## src/rtl/xbar_route4_pkg.sv

```systemverilog
// Shared constants, lane state encodings and the round-robin pick helper
// for the 4x4 ingress-to-egress routing stage.
package xbar_route4_pkg;

    localparam int NLANE     = 4;
    localparam int XB_DATA_W = 10;
    localparam int DEST_HI   = XB_DATA_W - 1;
    localparam int DEST_LO   = XB_DATA_W - 2;

    localparam logic [1:0] ST_IDLE = 2'd0;
    localparam logic [1:0] ST_WAIT = 2'd1;
    localparam logic [1:0] ST_HELD = 2'd2;

    typedef logic [1:0] lane_idx_t;

    typedef struct packed {
        logic      vld;
        lane_idx_t idx;
    } pick_t;

    // Scan offsets from the far end back towards ptr so the nearest requester wins.
    function automatic pick_t rr_pick(input logic [NLANE-1:0] req, input lane_idx_t ptr);
        pick_t     p;
        lane_idx_t c;
        p = '0;
        for (int k = NLANE - 1; k >= 0; k--) begin
            c = ptr + lane_idx_t'(k);
            if (req[c]) begin
                p.vld = 1'b1;
                p.idx = c;
            end
        end
        return p;
    endfunction

endpackage

```

## src/rtl/xbar_route4_if.sv

```systemverilog
// FIFO-side bundle of the routing stage: ingress read port and egress write port.
// master = the router, slave = the FIFO bank.
interface xbar_route4_if
    import xbar_route4_pkg::*;
#(
    parameter int DATA_W = XB_DATA_W
);
    logic [NLANE*DATA_W-1:0] in_data;
    logic [NLANE-1:0]        in_empty;
    logic [NLANE-1:0]        in_pop;
    logic [NLANE*DATA_W-1:0] out_data;
    logic [NLANE-1:0]        out_push;
    logic [NLANE-1:0]        out_afull;

    modport master (
        input  in_data, in_empty, out_afull,
        output in_pop, out_data, out_push
    );

    modport slave (
        output in_data, in_empty, out_afull,
        input  in_pop, out_data, out_push
    );
endinterface

```

## src/rtl/xbar_route4_rr_arb4.sv

```systemverilog
// Per-egress round-robin arbiter over four lanes; the pointer only moves on a
// grant, landing one past the winner.
module rr_arb4
    import xbar_route4_pkg::*;
(
    input  logic             clk,
    input  logic             reset,
    input  logic [NLANE-1:0] i_req,
    input  logic             i_afull,
    output logic [NLANE-1:0] o_gnt,
    output lane_idx_t        o_idx,
    output logic             o_vld
);
    lane_idx_t r_ptr;
    pick_t     w_pick;

    assign w_pick = rr_pick(i_req, r_ptr);
    assign o_vld  = w_pick.vld & ~i_afull;
    assign o_idx  = w_pick.idx;
    assign o_gnt  = o_vld ? (NLANE'(1) << w_pick.idx) : '0;

    always_ff @(posedge clk) begin
        if (reset) begin
            r_ptr <= '0;
        end else if (o_vld) begin
            r_ptr <= w_pick.idx + 2'd1;
        end
    end
endmodule

```

## src/rtl/xbar_route4.sv

```systemverilog
// 4x4 routing stage: each lane pops one word, holds it until its destination
// egress grants it, then pushes it through a registered output stage.
module xbar_route4
    import xbar_route4_pkg::*;
#(
    parameter int DATA_W = XB_DATA_W
) (
    input  logic          clk,
    input  logic          reset,
    xbar_route4_if.master bus
);
    logic [NLANE-1:0][DATA_W-1:0] w_in;
    logic [NLANE-1:0][DATA_W-1:0] w_hold;
    logic [NLANE-1:0][NLANE-1:0]  w_req;      // [egress][lane]
    logic [NLANE-1:0][NLANE-1:0]  w_gnt;      // [egress][lane]
    logic [NLANE-1:0][NLANE-1:0]  w_gnt_by_lane;  // [lane][egress]
    lane_idx_t [NLANE-1:0]        w_gidx;
    logic [NLANE-1:0]             w_gvld;

    assign w_in = bus.in_data;

    for (genvar i = 0; i < NLANE; i++) begin : g_lane
        logic [1:0]        r_state;
        logic [DATA_W-1:0] r_hold;
        logic [1:0]        w_dest;
        logic              w_lane_gnt;
        logic              w_pop;

        assign w_dest     = r_hold[DATA_W-1 -: 2];
        assign w_lane_gnt = |w_gnt_by_lane[i];
        assign w_hold[i]  = r_hold;

        // A lane pops only when it has nothing outstanding: idle, or leaving HELD on a grant.
        assign w_pop = ~reset & ~bus.in_empty[i] &
                       ((r_state == ST_IDLE) | ((r_state == ST_HELD) & w_lane_gnt));
        assign bus.in_pop[i] = w_pop;

        for (genvar j = 0; j < NLANE; j++) begin : g_req
            assign w_req[j][i]         = (r_state == ST_HELD) & (w_dest == 2'(j));
            assign w_gnt_by_lane[i][j] = w_gnt[j][i];
        end

        always_ff @(posedge clk) begin
            if (reset) begin
                r_state <= ST_IDLE;
                r_hold  <= '0;
            end else begin
                case (r_state)
                    ST_IDLE: if (w_pop) r_state <= ST_WAIT;
                    ST_WAIT: begin
                        r_hold  <= w_in[i];
                        r_state <= ST_HELD;
                    end
                    ST_HELD: if (w_lane_gnt) r_state <= w_pop ? ST_WAIT : ST_IDLE;
                    default: r_state <= ST_IDLE;
                endcase
            end
        end
    end

    for (genvar j = 0; j < NLANE; j++) begin : g_egr
        logic              r_push;
        logic [DATA_W-1:0] r_data;

        rr_arb4 u_arb (
            .clk     (clk),
            .reset   (reset),
            .i_req   (w_req[j]),
            .i_afull (bus.out_afull[j]),
            .o_gnt   (w_gnt[j]),
            .o_idx   (w_gidx[j]),
            .o_vld   (w_gvld[j])
        );

        // Data is left untouched on idle cycles so the egress bus stays quiet.
        always_ff @(posedge clk) begin
            if (reset) begin
                r_push <= 1'b0;
                r_data <= '0;
            end else begin
                r_push <= w_gvld[j];
                if (w_gvld[j]) r_data <= w_hold[w_gidx[j]];
            end
        end

        assign bus.out_push[j]               = r_push;
        assign bus.out_data[j*DATA_W +: DATA_W] = r_data;
    end
endmodule
```

## src/flat_wrapper.sv

```systemverilog
// flat-port wrapper written by rule: the top's interface ports become plain ports
module xbar_route4_flat import xbar_route4_pkg::*;
#(
    parameter int DATA_W = XB_DATA_W
)
  (clk, reset, bus_in_data, bus_in_empty, bus_out_afull, bus_in_pop, bus_out_data, bus_out_push);
  xbar_route4_if #(.DATA_W(DATA_W)) bus_i ();
  input  logic clk;
  input  logic reset;
  input wire logic [$bits(bus_i.in_data)-1:0] bus_in_data;
  input wire logic [$bits(bus_i.in_empty)-1:0] bus_in_empty;
  input wire logic [$bits(bus_i.out_afull)-1:0] bus_out_afull;
  output wire logic [$bits(bus_i.in_pop)-1:0] bus_in_pop;
  output wire logic [$bits(bus_i.out_data)-1:0] bus_out_data;
  output wire logic [$bits(bus_i.out_push)-1:0] bus_out_push;
  assign bus_i.in_data = bus_in_data;
  assign bus_i.in_empty = bus_in_empty;
  assign bus_i.out_afull = bus_out_afull;
  assign bus_in_pop = bus_i.in_pop;
  assign bus_out_data = bus_i.out_data;
  assign bus_out_push = bus_i.out_push;
  xbar_route4 #(.DATA_W(DATA_W)) u_core (.clk(clk), .reset(reset), .bus(bus_i));
endmodule
```

## config.mk

```make
export PLATFORM = sky130hd
export DESIGN_NAME = xbar_route4_flat
export DESIGN_NICKNAME = d
export VERILOG_FILES = /design/src/rtl/xbar_route4_pkg.sv /design/src/rtl/xbar_route4_if.sv /design/src/rtl/xbar_route4_rr_arb4.sv /design/src/rtl/xbar_route4.sv /design/src/flat_wrapper.sv
export SDC_FILE = /design/constraint.sdc
export NUM_CORES = 1
export LEC_CHECK = 0
export BUFFER_PORTS_ARGS = -buffer_cell sky130_fd_sc_hd__buf_2
export CORE_AREA = 8 8 117 119
export DETAILED_ROUTE_END_ITERATION = 7
export DIE_AREA = 0 0 125 127
export PLACE_DENSITY_LB_ADDON = 0.12
export SKIP_LAST_GASP = 1
export SLEW_MARGIN = 0
export SYNTH_ARGS = -nofsm -noshare
export SYNTH_HDL_FRONTEND = slang
export SYNTH_HIERARCHICAL = 1
export SYNTH_SLANG_ARGS = --single-unit
```

## constraint.sdc

```tcl
create_clock -name clk -period 2.6 [get_ports clk]
set_clock_uncertainty 0.1 [all_clocks]
set_input_delay 0.26 -clock clk [delete_from_list [all_inputs] [get_ports clk]]
set_output_delay 0.26 -clock clk [all_outputs]
set_load 0.02 [all_outputs]
```

Word level (Yosys, flattened, before mapping)
Cells that the tools add are included.
{"block": "op_classes", "addsub": 16, "order_cmp": 20, "eq_ne": 28, "n_shift": 4, "muxes": 76, "n_bitwise": 45, "n_reduce_logical": 16}
{"operator": "binary-select mux 10 bit (select 2 bit)", "n": 4}
{"operator": "< comparator 2 x 3 -> 1 bit, second input constant", "n": 20}
{"operator": "2-to-1 mux 3 bit", "n": 16}
{"operator": "2-to-1 mux 10 bit", "n": 4}
{"operator": "bitwise AND 1 bit", "n": 32}
{"operator": "binary-select mux 1 bit (select 2 bit)", "n": 16}
{"operator": "equality test 2 bit, second input constant", "n": 12}
{"operator": "case mux 2 bit (3 select lines)", "n": 4}
{"operator": "2-to-1 mux 1 bit", "n": 20}
{"operator": "adder 2 x 1 -> 2 bit, second input constant", "n": 8}
{"operator": "adder 2 bit, second input constant", "n": 8}
{"operator": "equality test 2 x 1 -> 1 bit, second input constant", "n": 8}
{"operator": "logical NOT 2 bit", "n": 8}
{"operator": "2-to-1 mux 2 bit", "n": 8}
{"operator": "2-to-1 mux 4 bit", "n": 4}
{"operator": "inequality test 2 x 1 -> 1 bit, second input constant", "n": 8}
{"operator": "OR reduction 4 bit", "n": 4}
{"operator": "left shift 1 x 2 -> 4 bit, first input constant", "n": 4}
{"operator": "NOT 1 bit", "n": 9}
{"operator": "AND reduction 2 bit", "n": 4}
{"operator": "bitwise OR 1 bit", "n": 4}
{"block": "totals", "register_bits": 100, "inputBits": 50}

Depth between registers and ports, before layout
Gate-level depths: netlist of the first run.
{"block": "depth", "depth_word": 17, "mapped_depth": 12, "mapped_depth_nobuf": 11}

Cells and area by module
The synthesis of the first run kept the hierarchy.
{"module": "xbar_route4", "n_inst": 1, "cells_per_inst": 425, "area_each_um2": 4429.2, "seq_area_each_um2": 1841.8}
{"module": "rr_arb4", "n_inst": 4, "cells_per_inst": 29, "area_each_um2": 192.7, "seq_area_each_um2": 40.0}

Worst setup path after synthesis of the first run
Ideal clock, no wire load.
{"block": "synth_timing", "path_kind": "reg-to-output", "start": "register u_core.g_lane[1].r_hold[8]", "end": "output port bus_in_pop[3]", "arrival_ns": 2.249, "setup_slack_ns": -0.009, "stages_incl_launch_ff": 11, "n_path_buf": 1, "path_cell_list": "dfxtp_1 -> nor4b_1 -> nand2b_1 -> a21oi_1 -> a211o_1 -> a211o_1 -> nor2_1 -> nor4_1 -> and2_1 -> nor4_1 -> buf_4"}
{"element": "start, declared", "line_no": "xbar_route4.sv:24", "text": "logic [DATA_W-1:0] r_hold;"}
{"element": "start signal, assigned", "line_no": "xbar_route4.sv:51", "text": "r_hold <= w_in[i];"}
{"element": "end, declared", "line_no": "flat_wrapper.sv:13", "text": "output wire logic [$bits(bus_i.in_pop)-1:0] bus_in_pop;"}

==> out/results.tsv, run 1 <==
stage	metric	value	unit
setup_path	rr_worst_depth	12	
sta	slew_violations	0	
grt	grt_util_met2	0.2844	
setup_path	crit_arrival	2740	ps
grt	busiest_layer	met2	
yosys	yosysWarnings	6	
setup_path	r2r_end	u_core/g_egr[2].r_data[9]	
floorplanning	die_width	125	um
yosys	synth_area	5200	um^2
final_layout	final_util	0.5957	
drt	vias	4657	
setup_path	r2r_slack	-100	ps
outcome	status	finished, violations left	
outcome	violations	setup timing	
sta	worst_pin_slew	830.9	ps
setup_path	critPathCaptureType	output pin	
floorplanning	dieArea	15880	um^2
final_layout	drive_above_1_share	0.4263	
grt	grt_pass1_wl	23.94	mm
yosys	ys_async_sr_fraction	0	
setup_path	critical_path.max_stage_delay	350	ps
sta	setup_ws	-504.2	ps
sta	fin_tns_setup	-2604	ps
setup_path	startpoint	u_core/g_lane[1].r_hold[9]	
floorplanning	coreArea	11810	um^2
floorplanning	die_y	127	um
min_path	worstHoldPathType	primary input to flop	
floorplanning	fp-row-count	40	
yosys	synthFlopType	dfxtp_1	
yosys	synthCells	541	
sta	fmax	322.1	MHz
grt	use_met1	0.2582	
setup_path	setup.worst_path.start_class	flop	
grt	grt_pass1_vias	4436	
setup_path	critPathCapture	bus_in_pop[0]	
sta	setup_viol	26	
drt	drtPass1Iterations	5	
placed_design	portBuffers	97	
sta	rsz0062_at_grt	yes	
yosys	synthDistinctLibCells	30	
clocking	cts_buffers	9	
sta	fin_crit	3104	ps
clocking	cts_max_level	3	
setup_path	path_cells	buf_6 -> nor4bb_4 -> nand2b_4 -> a21oi_2 -> a211o_1 -> buf_6 -> nand2_4 -> nor2_4 -> nor4_4 -> buf_4 -> and2_4 -> nor4_2 -> buf_4	
placed_design	place_hpwl	11.66	mm
flow_run	maxCapViolations	0	
drt	routed_wl	15.91	mm
final_layout	mostFrequentLayoutCells	buf_2, dfxtp_1, nand2_1	
placed_design	dpl_cell_area	6103	um^2
setup_path	required	2240	ps
final_layout	final_common_cell	buf_2	
yosys	ys_seq_area_frac	0.3850	
power	ir_worst_vdd	289.0	uV
grt	grt_usage	0.1914	
setup_path	crit_slowest_cell	dfxtp_4	
sta	final.period_utilization	1.194	
yosys	syn_nets	591	
final_layout	num_antenna_cells	0	
clocking	cts_root_buf	clkbuf_16	
placed_design	place.gp.congestion	0.8520	
drt	ant_nets	0	
drt	initialDrtViolationCount	333	
floorplanning	ios	98	
drt	wl_per_cell	18.81	um
drt	drc	0	
grt	gr-usage-met3	0.06156	
clocking	clk_pin_slew	70	ps
clocking	clock_path_buffers	2	
clocking	cts_tree	yes	
final_layout	postLayoutCellArea	7036	um^2
final_layout	nets	744	
final_layout	syn2layout_area_growth	35.30	%
sta	maxSlewHeadroom	0.4449	
clocking	clk_latency	360	ps
grt	grt_max_degree	64	
yosys	ys_ff_latch	100	
setup_path	cp_max_fo	3	
sta	hold_ws	32.08	ps
yosys	synth_edf_count	0	
grt	antenna_found_initial	0	
power	p_total	3.677	mW
yosys	syn-mean-instance-area	9.612	um^2
setup_path	reg2reg_from	u_core/g_lane[3].r_state[0]	
floorplanning	initial_core_util	0.4403	
clocking	clock-sinks	100	
sta	final_hold_viol_count	0	
power	p_per_area	522.6	nW/um^2
setup_path	crit_type	flop to output pin	
drt	drt-vias-per-instance	5.505	
power	cellLeakagePower	2.735	nW
grt	gr-total-overflow	0	
[state kept, by name, summed over array words and instances (netlist names)]
signal,flops
u_core/g_egr.r_data,40
u_core/g_egr.r_push,4
u_core/g_egr.u_arb/r_ptr,8
u_core/g_lane.r_hold,40
u_core/g_lane.r_state,8
[worst max-delay path: cells and delay by family (launching register included)]
kind / cells / cell delay (ps)
AND/OR/NAND/NOR: 7 / 1080
buffers and inverters: 4 / 610
flip-flops: 1 / 350
AO/OA/AOI/OAI: 2 / 350
[power breakdown]
part	switching, mW	internal (mW)	total, mW
clock	0.639	0.792	1.43
sequential	0.0771	1.58	1.66
combinational	0.286	0.298	0.584
total	1.00	2.67	3.68
[what timing repair did]
action,CTS,global route
gates resized for setup,41,57
setup buffers,10,12
gates cloned,1,3
hold endpoints to repair,4,0
pin swaps,19,19
hold buffers,4,0
endpoints found under the setup margin,26,44
[cells in the mapped netlist (all sizes together) (6+ instances only)]
cell type	n	area share
nor2b	13	0.016
dfxtp	100	0.38
nor4bb	6	0.012
inv	16	0.012
a21oi	52	0.050
nor2	77	0.056
nand2	85	0.061
clkbuf	12	0.0087
nand2b	12	0.014
a211o	8	0.013
nor4	12	0.014
mux2i	40	0.077
a211oi	8	0.015
mux4	40	0.17
buf	27	0.041
[how the worst min path moves through the flow]
stage                    startpoint                             end  slack (ps)  cells past startpoint
floorplan                     reset  u_core/g_egr[0].u_arb/r_ptr[1]         220                      1
global placement    bus_in_empty[0]     u_core/g_lane[0].r_state[0]         340                      2
detailed placement  bus_in_empty[0]     u_core/g_lane[0].r_state[0]         340                      2
CTS                 bus_in_data[10]      u_core/g_lane[1].r_hold[0]          20                      3
global route        bus_in_data[34]      u_core/g_lane[3].r_hold[4]          30                      3
finish              bus_in_data[16]      u_core/g_lane[1].r_hold[6]          30                      3
[final cells by class]
class | instances | area (um^2)
Tap cell | 147 | 183.9
Fill cell | 1057 | 4776
Timing Repair Buffer | 181 | 1284
Sequential cell | 100 | 2043
Multi-Input combinational cell | 386 | 3138
Clock buffer | 10 | 239.0
Clock inverter | 6 | 75.07
Inverter | 16 | 72.57
[cells by family after synthesis]
logic type | after synthesis | synth area share
compound gates | 84 | 0.1039
xor+xnor | 4 | 0.006737
buf+inv | 55 | 0.06112
flops | 100 | 0.3850
mux | 80 | 0.2502
simple gates | 218 | 0.1930
[per-layer routing]
layer  wire, um  share of wire
met1       7413           0.47
met2       7030           0.44
met3       1227          0.077
met4        239          0.015
met5          0              0
[stage by stage]
stage,instances,setup slack [ps]
after global placement,805,-191.7
after global routing,846,-578.3
after detailed placement,805,-192.6
after floorplan,541,6.740
after CTS,833,-391.3
final,846,-504.2
Power figures use the tool's default switching activity.
==> run 2, diff against run 1 <==
PLACE_DENSITY_LB_ADDON = 0.1   (was 0.12)
==> out/results.tsv, run 2 (synthesis results as in run 1) <==
stage	metric	value	unit
final_layout	drive_above_1_share	0.4014	
sta	setup_viol	22	
final_layout	multi_input_area	3067	um^2
clocking	cts_tree	yes	
setup_path	setup.worst_path.start_class	flop	
grt	grt_pass1_vias	4526	
power	p_per_area	530.0	nW/um^2
placed_design	place_hpwl	11.67	mm
drt	drt-vias-per-instance	5.462	
setup_path	crit_slowest_cell	dfxtp_2	
clocking	clk_pin_slew	80	ps
grt	antenna_found_initial	0	
placed_design	pre_cts_ws	-197.7	ps
sta	fin_crit	3080	ps
grt	grt_pass1_wl	24.52	mm
sta	maxSlewHeadroom	0.4375	
sta	final.period_utilization	1.184	
final_layout	final_util	0.5735	
setup_path	critical_path.max_stage_delay	360	ps
power	cellLeakagePower	2.649	nW
placed_design	place.gp.congestion	0.8667	
clocking	clk_latency	350	ps
sta	worst_pin_slew	842.0	ps
drt	wl_per_cell	18.71	um
setup_path	critPathTopFamily	simple AND/OR/NAND/NOR gates	
min_path	worstHoldPathType	primary input to flop	
drt	drtPass1Iterations	5	
floorplanning	dieArea	15880	um^2
clocking	clock_path_buffers	2	
setup_path	critPathCaptureType	output pin	
final_layout	reg_top3	u_core/g_egr.r_data x40, u_core/g_lane.r_hold x40	
setup_path	path_common_cell	buf_4	
drt	vias	4572	
final_layout	nets	735	
floorplanning	ios	98	
clocking	cts_root_buf	clkbuf_16	
final_layout	final_common_cell	buf_2	
sta	setup_ws	-479.6	ps
setup_path	cp_max_fo	5	
floorplanning	die_width	125	um
grt	grt_usage	0.1933	
sta	rsz0062_at_grt	yes	
sta	fmax	324.7	MHz
final_layout	final-seq-area	2021	um^2
power	ir_worst_vdd	267.2	uV
setup_path	crit_arrival	2720	ps
setup_path	path_buf_inv	4	
floorplanning	coreArea	11810	um^2
floorplanning	initial_core_util	0.4403	
drt	routed_wl	15.66	mm
drt	drc	0	
drt	ant_nets	0	
clocking	cts_max_level	3	
floorplanning	fp-row-count	40	
final_layout	num_antenna_cells	0	
sta	slew_violations	0	
sta	final_hold_viol_count	0	
clocking	clock-sinks	100	
setup_path	r2r_slack	-110	ps
floorplanning	die_y	127	um
grt	grt_max_degree	74	
flow_run	maxCapViolations	0	
sta	hold_ws	33.00	ps
setup_path	crit_type	flop to output pin	
outcome	violations	setup timing	
outcome	status	finished, violations left	
final_layout	fill_cells	1097	
drt	initialDrtViolationCount	317	
final_layout	mostFrequentLayoutCells	buf_2, dfxtp_1, nand2_1	
clocking	cts_buffers	9	
setup_path	required	2240	ps
grt	gr-total-overflow	0	
sta	fin_tns_setup	-2246	ps
power	p_total	3.590	mW
placed_design	portBuffers	97	
final_layout	syn2layout_area_growth	30.27	%
setup_path	path_cells	buf_4 -> and4b_1 -> nand2b_1 -> a21oi_1 -> a211o_1 -> buf_4 -> nand2_2 -> nor2_2 -> nor4_4 -> buf_4 -> and2_4 -> nor4_1 -> buf_2	
[run 2: cell types whose count changed in the layout (fill, tap and decap cells not counted), moves of 3 or more]
cell,previous run,this run
dfxtp_1,85,91
nor4bb_1,0,3
dfxtp_4,9,3
nand2_2,0,3
buf_6,10,2
nor4bb_4,4,1
[run 2: per-layer routing]
metal / wire length, um / share of wire / vias up / GRT usage
met5: 0 / 0 / - / 0
met4: 133 / 0.0085 / 0 / 0.04513
met3: 1151 / 0.073 / 10 / 0.05075
met2: 6897 / 0.44 / 173 / 0.2934
met1: 7477 / 0.48 / 2178 / 0.2689
li1: - / - / 2211 / -
[run 2: through the flow]
stage | cell area, um^2 | instances
3_3_place_gp | 6123 | 806
4_1_cts | 6635 | 833
5_1_grt | 6774 | 837
3_5_place_dp | 6123 | 806
6_report | 6774 | 837
2_1_floorplan | 5206 | 541
[run 2: power breakdown]
part	internal, mW	total (mW)	switching, mW
Clock	0.683	1.36	0.677
Combinational	0.287	0.571	0.284
Sequential	1.59	1.66	0.0742
[run 2: final cells by class]
cell class              count  area share
inverters                  16    0.009605
well taps                 147     0.02715
flip-flops and latches    100      0.2983
multi-input cells         386      0.4527
clock inverters             7     0.01090
repair buffers            172      0.1681
clock buffers               9     0.03325
[run 2: worst reg2reg max path, cell delays in order (launching register included)]
cell and delay [ps]:
dfxtp_2 360, buf_4 160, nor4b_4 220, buf_4 160, nor2_1 50, a211o_1 310, buf_4 150, buf_4 120
buf_4 130, inv_2 90, mux4_2 520, mux2i_1 150, nor2_1 50
[run 2: what timing repair did]
action                                 4_1_cts  5_1_grt
setup endpoints to repair                   15       44
setup buffers                                7        4
gates resized for setup                     34       25
endpoints found under the hold margin        4        0
hold buffers                                 4        0
gates cloned                                 0        1
pin swaps                                   20        7
[run 2: final timing paths]
check,start,endpoint,cells after the start
worst max-delay path,u_core/g_lane[1].r_state[0],bus_in_pop[0],13
worst min-delay path,bus_in_data[39],u_core/g_lane[3].r_hold[9],3
worst max register to register,u_core/g_lane[1].r_state[0],u_core/g_egr[0].r_data[9],12
worst min register to register,u_core/g_egr[3].r_data[0],u_core/g_egr[3].r_data[0],2
